--- src/rtl/prim_fifo_credit_pkg.sv ---
// Shared types and width helpers for the producer-side FIFO credit counter.
// The credit counter width is derived from the remote FIFO depth.
package prim_fifo_credit_pkg;

  typedef enum logic [1:0] {
    StIdle   = 2'd0,
    StLoad   = 2'd1,
    StActive = 2'd2,
    StError  = 2'd3
  } cred_state_e;

  // Bits needed to represent values 0..v-1, never less than one.
  function automatic int unsigned vbits(input int unsigned v);
    return (v <= 1) ? 1 : $clog2(v);
  endfunction

  // Credit counter width: must hold every value in [0, depth].
  function automatic int unsigned cred_w(input int unsigned depth);
    return vbits(depth + 1);
  endfunction

endpackage

--- src/rtl/prim_fifo_credit_cnt_count.sv ---
// Hardened up/down counter: a primary count plus an independently updated
// inverted shadow; any disagreement between the two raises err_o.
module prim_fifo_credit_cnt_count #(
  parameter int unsigned      Width  = 3,
  parameter logic [Width-1:0] SetVal = '0,
  parameter bit               ClrEn  = 1'b1
) (
  input  logic             clk_i,
  input  logic             rst_ni,
  input  logic             clr_i,
  input  logic             set_i,
  input  logic             incr_i,
  input  logic             decr_i,
  output logic [Width-1:0] cnt_o,
  output logic             err_o
);

  logic [Width-1:0] cnt_q, cnt_d;
  logic [Width-1:0] inv_q, inv_d;

  // The shadow moves in the opposite direction so a single stuck or flipped
  // bit in either register cannot keep the pair consistent.
  always_comb begin
    cnt_d = cnt_q;
    inv_d = inv_q;
    if (ClrEn && clr_i) begin
      cnt_d = '0;
      inv_d = '1;
    end else if (set_i) begin
      cnt_d = SetVal;
      inv_d = ~SetVal;
    end else if (incr_i && !decr_i) begin
      cnt_d = cnt_q + Width'(1);
      inv_d = inv_q - Width'(1);
    end else if (decr_i && !incr_i) begin
      cnt_d = cnt_q - Width'(1);
      inv_d = inv_q + Width'(1);
    end
  end

  always_ff @(posedge clk_i or negedge rst_ni) begin
    if (!rst_ni) begin
      cnt_q <= '0;
      inv_q <= '1;
    end else begin
      cnt_q <= cnt_d;
      inv_q <= inv_d;
    end
  end

  assign cnt_o = cnt_q;
  assign err_o = (cnt_q != ~inv_q);

endmodule

--- src/rtl/prim_fifo_credit_cnt.sv ---
// Producer-side credit counter for a same-clock downstream FIFO: spends one
// credit per word sent, regains one per consumer pop, never lets the FIFO overflow.
module prim_fifo_credit_cnt
  import prim_fifo_credit_pkg::*;
#(
  parameter int unsigned Depth       = 4,
  parameter bit          Secure      = 1'b0,
  parameter bit          NeverClears = 1'b0,
  localparam int unsigned CW         = cred_w(Depth)
) (
  input  logic          clk_i,
  input  logic          rst_ni,
  input  logic          clr_i,
  input  logic          en_i,
  input  logic          valid_i,
  output logic          ready_o,
  output logic          valid_o,
  input  logic          credit_ret_i,
  output logic [CW-1:0] credits_o,
  output logic          full_o,
  output logic          empty_o,
  output logic          err_o
);

  localparam logic [CW-1:0] DepthC = CW'(Depth);

  cred_state_e   state_q, state_d;
  logic          loaded_q, loaded_d;
  logic [CW-1:0] credits;
  logic          cnt_err;
  logic          clr_eff, send, ret, count_en, overflow, err_entry, upd_ok;
  logic          cnt_clr, cnt_set, cnt_incr, cnt_decr;

  assign clr_eff = clr_i & ~NeverClears;
  assign ready_o = (state_q == StActive) & (credits != '0) & en_i;
  assign send    = valid_i & ready_o;
  assign valid_o = send;

  // Returns keep counting in StIdle once credits have been loaded, so words
  // popped after the link is disabled are not lost.
  assign count_en  = (state_q == StActive) | ((state_q == StIdle) & loaded_q);
  assign ret       = credit_ret_i & count_en;
  assign overflow  = ret & ~send & (credits == DepthC);
  assign err_entry = (overflow | cnt_err) & (state_q != StError);

  assign upd_ok   = ~clr_eff & ~err_entry & count_en;
  assign cnt_clr  = clr_eff;
  assign cnt_set  = ~clr_eff & ~err_entry & (state_q == StLoad);
  assign cnt_incr = upd_ok & ret & ~send;
  assign cnt_decr = upd_ok & send & ~ret;

  always_comb begin
    state_d  = state_q;
    loaded_d = loaded_q;
    if (clr_eff) begin
      state_d  = StIdle;
      loaded_d = 1'b0;
    end else if (state_q == StError) begin
      state_d = StError;
    end else if (err_entry) begin
      state_d = StError;
    end else begin
      case (state_q)
        StIdle:   if (en_i) state_d = loaded_q ? StActive : StLoad;
        StLoad: begin
          state_d  = StActive;
          loaded_d = 1'b1;
        end
        StActive: if (!en_i) state_d = StIdle;
        default:  state_d = StError;
      endcase
    end
  end

  always_ff @(posedge clk_i or negedge rst_ni) begin
    if (!rst_ni) begin
      state_q  <= StIdle;
      loaded_q <= 1'b0;
    end else begin
      state_q  <= state_d;
      loaded_q <= loaded_d;
    end
  end

  if (Secure) begin : gen_secure
    prim_fifo_credit_cnt_count #(
      .Width  (CW),
      .SetVal (DepthC),
      .ClrEn  (!NeverClears)
    ) u_count (
      .clk_i  (clk_i),
      .rst_ni (rst_ni),
      .clr_i  (cnt_clr),
      .set_i  (cnt_set),
      .incr_i (cnt_incr),
      .decr_i (cnt_decr),
      .cnt_o  (credits),
      .err_o  (cnt_err)
    );
  end else begin : gen_plain
    logic [CW-1:0] cnt_q;
    always_ff @(posedge clk_i or negedge rst_ni) begin
      if (!rst_ni)       cnt_q <= '0;
      else if (cnt_clr)  cnt_q <= '0;
      else if (cnt_set)  cnt_q <= DepthC;
      else if (cnt_incr) cnt_q <= cnt_q + CW'(1);
      else if (cnt_decr) cnt_q <= cnt_q - CW'(1);
    end
    assign credits = cnt_q;
    assign cnt_err = 1'b0;
  end

  assign credits_o = credits;
  assign full_o    = (credits == DepthC);
  assign empty_o   = (credits == '0);
  assign err_o     = (state_q == StError);

endmodule
--- config.mk ---
export PLATFORM = sky130hd
export DESIGN_NAME = prim_fifo_credit_cnt
export DESIGN_NICKNAME = d
export VERILOG_FILES = /design/src/rtl/prim_fifo_credit_pkg.sv /design/src/rtl/prim_fifo_credit_cnt_count.sv /design/src/rtl/prim_fifo_credit_cnt.sv
export SDC_FILE = /design/constraint.sdc
export NUM_CORES = 1
export LEC_CHECK = 0
export ABC_AREA = 0
export BUFFER_PORTS_ARGS = -buffer_cell sky130_fd_sc_hd__buf_4
export CAP_MARGIN = 20
export CELL_PAD_IN_SITES_DETAIL_PLACEMENT = 0
export CELL_PAD_IN_SITES_GLOBAL_PLACEMENT = 1
export CORE_MARGIN = 3
export CORE_UTILIZATION = 30
export DETAILED_ROUTE_END_ITERATION = 10
export PLACE_DENSITY_LB_ADDON = 0.1
export SKIP_LAST_GASP = 1
export SLEW_MARGIN = 20
export SYNTH_ARGS = -nofsm -noshare
export SYNTH_HDL_FRONTEND = slang
export SYNTH_SLANG_ARGS = --single-unit
export TNS_END_PERCENT = 100
--- constraint.sdc ---
create_clock -name clk_i -period 2.25 [get_ports clk_i]
set_clock_uncertainty 0.1 [all_clocks]
set_input_delay 0.1125 -clock clk_i [delete_from_list [all_inputs] [get_ports clk_i]]
set_output_delay 0.1125 -clock clk_i [all_outputs]
set_load 0.02 [all_outputs]
## Word-level counts from Yosys, hierarchy flattened

Index checks and enable logic that the tools add are counted.
W data, S select, Z words.

- Bits in registers: 6
- Bits of input ports: 6
- Output and inout bits: 8
- Word-level logic and storage cells: 56

- Add/subtract/negate cells: 2
- Equal/unequal tests: 9
- Multiplexer cells: 15
- Bitwise operators: 20
- Reduce and logical (&&, ||, !) cells: 7

Operators with widths:

| operator | count |
|---|---|
| $and A1 B1 Y1 | 15 |
| $mux W2 | 6 |
| $mux W3 | 4 |
| $ne A5 B5 Y1 const B | 2 |
| $ne A2 B2 Y1 const B | 3 |
| $pmux W2 S3 | 1 |
| $eq A2 B2 Y1 const B | 2 |
| $mux W1 | 4 |
| $not A1 Y1 | 4 |
| $reduce_bool A4 Y1 | 1 |
| $add A3 B1 Y3 const B | 1 |
| $eq A3 B3 Y1 const B | 1 |
| $logic_not A3 Y1 | 1 |
| $reduce_and A3 Y1 | 1 |
| $reduce_bool A3 Y1 | 1 |
| $sub A3 B1 Y3 const B | 1 |
| $eq A2 B1 Y1 const B | 1 |
| $logic_not A2 Y1 | 1 |
| $reduce_and A2 Y1 | 1 |
| $reduce_bool A2 Y1 | 1 |
| $or A1 B1 Y1 | 1 |

## Logic depth before layout (Yosys ltp)

Gate-level depths: netlist of run 1.

- Depth in word-level cells: 17
- Mapped depth: 9
- Gate-level depth less buffers: 9

## Worst setup path before layout of run 1

OpenSTA, ideal clock, no wires.

- Kind: flip-flop to flip-flop
- Start point: register gen_plain.cnt_q[2] (netlist: credits_o[2])
- End point: register gen_plain.cnt_q[2] (netlist: credits_o[2])
- Setup time: 111 ps
- Arrival: 2,347 ps
- Data required time: 2,039 ps
- Setup slack: -309 ps
- Stages on the path, launching flop included: 10
- Buffers on the path: 0
- Clock period less this slack: 2,559 ps
- Cells stage by stage: dfrtp_1 or3_4 nand2_1 inv_1 nor4_1 fa_1 nand2b_1 a211oi_1 o211a_1 a2111oi_2

- Cells in the longest elaborated chain, start to end: 16
- Elaborated cells between the ends (all ways): 24
- Classes of those cells: 2 x add/sub; 1 x eq/ne; 4 x mux; 15 x bitwise; 2 x reduce/logical

Ends and longest elaborated chain:

| what | line | text |
|---|---|---|
| from (decl) | prim_fifo_credit_cnt.sv:101 | `logic [CW-1:0] cnt_q;` |
| from (signal assigned) | prim_fifo_credit_cnt.sv:105 | `else if (cnt_set) cnt_q <= DepthC;` |
| from (signal assigned) | prim_fifo_credit_cnt.sv:106 | `else if (cnt_incr) cnt_q <= cnt_q + CW'(1);` |
| from (signal assigned) | prim_fifo_credit_cnt.sv:107 | `else if (cnt_decr) cnt_q <= cnt_q - CW'(1);` |
| $reduce_bool A3 Y1 (*) | prim_fifo_credit_cnt.sv:35 | `assign ready_o = (state_q == StActive) & (credits != '0) & en_i;` |
| $and A1 B1 Y1 (*) (2 in a row) | prim_fifo_credit_cnt.sv:35 |  |
| $and A1 B1 Y1 (*) | prim_fifo_credit_cnt.sv:36 | `assign send = valid_i & ready_o;` |
| named net valid_o | prim_fifo_credit_cnt.sv:17 | `output logic valid_o,` |
| $not A1 Y1 | prim_fifo_credit_cnt.sv:43, prim_fifo_credit_cnt.sv:49 |  |
| $and A1 B1 Y1 (2 in a row) | prim_fifo_credit_cnt.sv:43 | `assign overflow = ret & ~send & (credits == DepthC);` |
| $and A1 B1 Y1 | prim_fifo_credit_cnt.sv:44 | `assign err_entry = (overflow \| cnt_err) & (state_q != StError);` |
| $not A1 Y1 | prim_fifo_credit_cnt.sv:46, prim_fifo_credit_cnt.sv:48 |  |
| $and A1 B1 Y1 | prim_fifo_credit_cnt.sv:46, prim_fifo_credit_cnt.sv:48 |  |
| $and A1 B1 Y1 | prim_fifo_credit_cnt.sv:46 | `assign upd_ok = ~clr_eff & ~err_entry & count_en;` |
| $and A1 B1 Y1 (2 in a row) | prim_fifo_credit_cnt.sv:49 | `assign cnt_incr = upd_ok & ret & ~send;` |
| $mux W3 | prim_fifo_credit_cnt.sv:106 |  |
| $mux W3 | prim_fifo_credit_cnt.sv:105 |  |
| $mux W3 | prim_fifo_credit_cnt.sv:104 | `else if (cnt_clr) cnt_q <= '0;` |

Mark *: on every way through the listed nets, which the timed path passes. The rest lies on a longest branch. The select of a mux whose other input is x is not followed.
A chain may end at the register's enable or synchronous reset.

## Worst setup path after layout of run 1

- Start point: register gen_plain.cnt_q[1] (netlist: credits_o[1])
- End point: register gen_plain.cnt_q[2] (netlist: credits_o[2])

- Cells in the longest elaborated chain, start to end: 16
- Elaborated cells between the ends (all ways): 24
- Classes of those cells: 2 x add/sub; 1 x eq/ne; 4 x mux; 15 x bitwise; 2 x reduce/logical

Ends and longest elaborated chain:

| what | line |
|---|---|
| $reduce_bool A3 Y1 | prim_fifo_credit_cnt.sv:35 |
| $and A1 B1 Y1 (2 in a row) | prim_fifo_credit_cnt.sv:35 |
| $and A1 B1 Y1 | prim_fifo_credit_cnt.sv:36 |
| $not A1 Y1 | prim_fifo_credit_cnt.sv:43, prim_fifo_credit_cnt.sv:49 |
| $and A1 B1 Y1 (2 in a row) | prim_fifo_credit_cnt.sv:43 |
| $and A1 B1 Y1 | prim_fifo_credit_cnt.sv:44 |
| $not A1 Y1 | prim_fifo_credit_cnt.sv:46, prim_fifo_credit_cnt.sv:48 |
| $and A1 B1 Y1 | prim_fifo_credit_cnt.sv:46, prim_fifo_credit_cnt.sv:48 |
| $and A1 B1 Y1 | prim_fifo_credit_cnt.sv:46 |
| $and A1 B1 Y1 (2 in a row) | prim_fifo_credit_cnt.sv:49 |
| $mux W3 | prim_fifo_credit_cnt.sv:106 |
| $mux W3 | prim_fifo_credit_cnt.sv:105 |
| $mux W3 | prim_fifo_credit_cnt.sv:104 |

Several ways; a longest one is shown, not always the timed one. The select of a mux whose other input is x is not followed.

==> results of run 1 <==
[metrics by stage]
| stage | std cells | total power [uW] | setup slack [ps] |
|---|---|---|---|
| global route | 103 | 462 | -148 |
| global placement | 93 | 299 | -42.3 |
| finish | 103 | 432 | -31.9 |
| detailed placement | 93 | 300 | -62.3 |
| floorplan | 51 | 217 | -102 |
| CTS | 102 | 421 | 40.2 |
[placed cells by master, fill, tap and decap left out, drive strengths merged, types with 2 or more instances in the layout]
master / count
nor4: 2
nand2: 2
a21oi: 3
dfrtp: 6
buf: 31
o211a: 2
nor3: 3
dlygate4sd3: 2
nor2: 7
clkbuf: 4
inv: 6
a211oi: 3
[sequential cells by signal, summed over array words and instances (netlist names)]
signal / count
credits_o: 3
state_q: 2
loaded_q: 1
[worst min-delay path, cell delays in order]
cell,delay (ps)
buf_4,120
o21ai_0,70
a31oi_1,80
[cell type report]
| class | count | area (um2) | share of cell area (%) |
|---|---|---|---|
| inverters | 6 | 27.5 | 3.37 |
| clock buffers | 4 | 26.3 | 3.22 |
| repair buffers | 33 | 253 | 31.0 |
| flip-flops and latches | 6 | 153 | 18.7 |
| multi-input cells | 39 | 338 | 41.4 |
| well taps | 15 | 18.8 | 2.30 |
[where the power goes]
group | switching, uW | leakage, uW | internal, uW
Combinational | 100 | 0.000317 | 96.0
Sequential | 7.74 | 0.0000782 | 119
Clock | 41.5 | 0.0000150 | 67.3
Total | 150 | 0.000410 | 282
[logic make-up after synthesis]
kind of cell	synth area share, %
and+or+nand+nor	34.5
DFF	33.6
adders and majority gates	4.48
AOI/OAI and AO/OA	22.4
buffers and inverters	5.04
[cells in the mapped netlist, types with 2 or more instances]
| cell | instances |
|---|---|
| nand2_1 | 2 |
| inv_1 | 6 |
| nor2_1 | 7 |
| dfrtp_1 | 6 |
| nor3_1 | 3 |
| a211oi_1 | 3 |
| o211a_1 | 2 |
| a21oi_1 | 3 |
| nor4_1 | 2 |
[path summary, 6_finish.rpt]
check                              from      endpoint  slack [ps]
min in group asynchronous        rst_ni  credits_o[2]         100
max reg2reg                credits_o[1]  credits_o[2]         -30
max                        credits_o[1]  credits_o[2]         -30
min                                en_i    state_q[1]          90
max in group asynchronous        rst_ni  credits_o[1]        1820
min reg2reg                    loaded_q      loaded_q         430
[layer usage]
layer  share of wire [%]  vias up  global-route usage, %
li1                    -      266                      -
met1                  48      264                   22.0
met2                  49        8                   21.8
met3                 3.8        0                   4.07
met4                   0        0                   5.42
met5                   0        -                      0
[repair_timing]
action	in CTS	in global routing
hold endpoints to repair	10	0
buffers inserted	3	1
pin swaps	6	6
endpoints found under the setup margin	1	1
hold buffers	2	0
resized for setup	1	3
==> out/qor.csv, run 1 <==
metric,value,unit
outcome,finished with violations,
failed_checks,negative setup slack,
worstMarginPinSlew,494,ps
netlist_area,447,um2
setup_ws,-31.9,ps
power_density,529,nW/um2
syn-num-nets,58,
grt_max_degree,7,
cap_violations,0,
final-setup-viol-count,1,
routedWlPerCell,13.9,um
yosys_register_bits,6,
grt_pass1_wl,2270,um
drc,0,
path_max_fanout,2,
io_buffers,13,
grt_usage,15.3,%
avgSynthCellArea,8.76,um2
whs_path_depth,3,
crit_family,simple AND/OR/NAND/NOR gates,
required,2290,ps
vdd_drop_max,0.288,mV
rows,13,
finalCoreUtilization,60.4,%
cts-root-buf,clkbuf_4,
die_x,44.6,um
dp_hpwl,1080,um
route.antenna.remaining_nets,0,
syn_inst,51,
first_global_vias,522,
h-tree-depth,1,
start_util,33.1,%
drtPass1Iterations,3,
synth_edf_count,0,
ios,14,
fmax,438,MHz
globalplace.congestion,0.797,
critical-path-slowest-cell,or3_4,
yosys_warnings,0,
nNetsFinal,96,
cts_tree,built,
synth_ff_type,dfrtp_1,
cts_buffer_depth,2,
antenna_cells,0,
insertion_delay,240,ps
drive_above_1_share,54.5,%
yosysTopAreaCell,dfrtp_1,
antenna_found_initial,0,
path_class,reg -> reg,
area_delta_synth_final,82.6,%
cp-end-kind,flip-flop,
slew_headroom,66.8,%
overflow,0,
worstPathCellList,"or3_4, nand2_4, inv_6, nor4_4, fa_2, nand2b_4, a211oi_4, o211a_1, a2111oi_4",
cpPeakStageDelay,400,ps
yosys-top-cells-area,"dfrtp_1, nor2_1, a211oi_1",
min-delay-path-class,in -> reg,
final.min_clock_period,2280,ps
coreArea,1350,um2
crit_cells,9,
tns,-31.9,ps
hold_viol,0,
cts_buffers,3,
num_vias,538,
cts_sinks,6,
holdWs,90.1,ps
rsz0062_at_grt,yes,
clkTransAtPathRegs,50,ps
arrival,2320,ps
fin_crit_sh,101,%
fp.dieH,44.6,um
via_per_inst,5.22,
crit_path_start_kind,flip-flop,
fin_area,816,um2
p_leak,0.000410,uW
drt-initial-drc-count,7,
dpl_cell_area,707,um2
reg2regPathDepth,9,
worstPathBufferInverterCount,1,
fillers,127,
ys_types,26,
synth_top_area_share,33.6,%
slew_viol_final,0,
async_flop_share,100,%
routed_wl,1430,um
die-area,1990,um2
yosysSeqAreaShare,33.6,%
(Power assumes the default switching activity.)
==> run 2, diff against run 1 <==
clock period = 2.5 ns   (was 2.25 ns; I/O delays follow)
==> out/qor.csv, run 2 (same netlist as run 1, synthesis figures left out) <==
metric,value,unit
dp_hpwl,945,um
hold_viol,0,
pre_cts_ws,95.3,ps
min-delay-path-class,in -> async,
grt_max_degree,8,
fin_crit_sh,93.7,%
routed_wl,1120,um
h-tree-depth,1,
coreArea,1350,um2
p_leak,0.000344,uW
required,2530,ps
cts_sinks,6,
ff2ff_setup_slack,160,ps
route.antenna.remaining_nets,0,
cts_tree,built,
die_x,44.6,um
insertion_delay,240,ps
drive_above_1_share,43.6,%
fp.dieH,44.6,um
tns,0,ps
regArea,151,um2
layout_common_cells,"buf_4, nor2_1, inv_1, dfrtp_1",
final-setup-viol-count,0,
routedWlPerCell,12.1,um
area_delta_synth_final,52.9,%
cts-root-buf,clkbuf_4,
io_buffers,13,
setup_ws,156,ps
final.min_clock_period,2340,ps
grt_usage,13.3,%
slew_viol_final,0,
drtPass1Iterations,3,
vdd_drop_max,0.267,mV
cts_buffers,3,
rows,13,
cp-end-kind,flip-flop,
slew_headroom,71.3,%
via_per_inst,5.24,
mostFrequentLayoutCell,buf_4,
antenna_found_initial,0,
clkTransAtPathRegs,50,ps
finalCoreUtilization,50.6,%
overflow,0,
holdWs,114,ps
multi_input_area,287,um2
drc,0,
ios,14,
reg2regPathDepth,9,
critPathLaunch,credits_o[2],
outcome,"finished, final reports clean",
drt-initial-drc-count,3,
largest_reg_flops,3,
worstMarginPinSlew,427,ps
path_max_fanout,2,
cts_setup_buffers,0,
r2r-start,credits_o[2],
p_total,347,uW
path_class,reg -> reg,
cap_violations,0,
die-area,1990,um2
rsz0062_at_grt,no,
globalplace.congestion,0.792,
antenna_cells,0,
num_vias,487,
nNetsFinal,86,
cp-endpoint,credits_o[2],
cts_buffer_depth,2,
start_util,33.1,%
first_global_vias,475,
grt_pass1_wl,1930,um
worstReg2RegEnd,credits_o[2],
fmax,427,MHz
crit_path_start_kind,flip-flop,
power_density,508,nW/um2
arrival,2370,ps
fillers,151,
==> run 2: layout make-up <==
cell class                 count  share of cell area [%]
clock buffer                   4                    3.85
tap                           15                    2.75
inverter                       6                    3.30
multi-input combinational     39                    41.9
sequential                     6                    22.2
timing repair buffer          23                    26.0
==> run 2: where the power goes <==
part / switching (uW) / total [uW] / leakage, uW / internal, uW
clock network: 33.8 / 94.2 / 0.0000150 / 60.4
registers: 7.45 / 114 / 0.0000797 / 107
logic: 72.1 / 139 / 0.000249 / 67.0
total: 113 / 347 / 0.000344 / 234
==> run 2: repair_timing <==
action                                  in CTS  in global routing
endpoints found under the setup margin       0                  1
resized for setup                            0                  2
hold buffers                                 2                  0
endpoints found under the hold margin       10                  0
==> run 2: through the flow <==
step                cells  area [um2]
floorplan              51         454
global placement       87         631
detailed placement     87         631
CTS                    93         677
global route           93         683
finish                 93         683
==> run 2: worst min-delay path by stage <==
stage	start	endpoint	slack [ps]	cells after the start
3_5_place_dp	rst_ni	loaded_q	-160	1
6_report	rst_ni	credits_o[0]	110	2
5_1_grt	rst_ni	credits_o[0]	120	2
4_1_cts	en_i	state_q[1]	100	3
3_3_place_gp	rst_ni	loaded_q	-160	1
2_1_floorplan	rst_ni	credits_o[0]	-270	0
==> run 2: worst max-delay path: stages (launching register included) <==
cell	delay (ps)
dfrtp_2	390
or3_4	390
nand2_1	100
inv_1	60
nor4_2	270
fa_1	240
nand2b_1	120
a211oi_2	50
o211a_1	240
a2111oi_2	270
==> run 2: per-layer routing <==
layer | track usage (%) | part of all wire (%) | routed length [um] | up-vias
met5 | 0 | 0 | 0 | -
met4 | 7.23 | 0 | 0 | 0
met1 | 17.6 | 50 | 562 | 235
met2 | 19.8 | 46 | 515 | 7
li1 | - | - | - | 245
met3 | 2.85 | 3.7 | 42 | 0
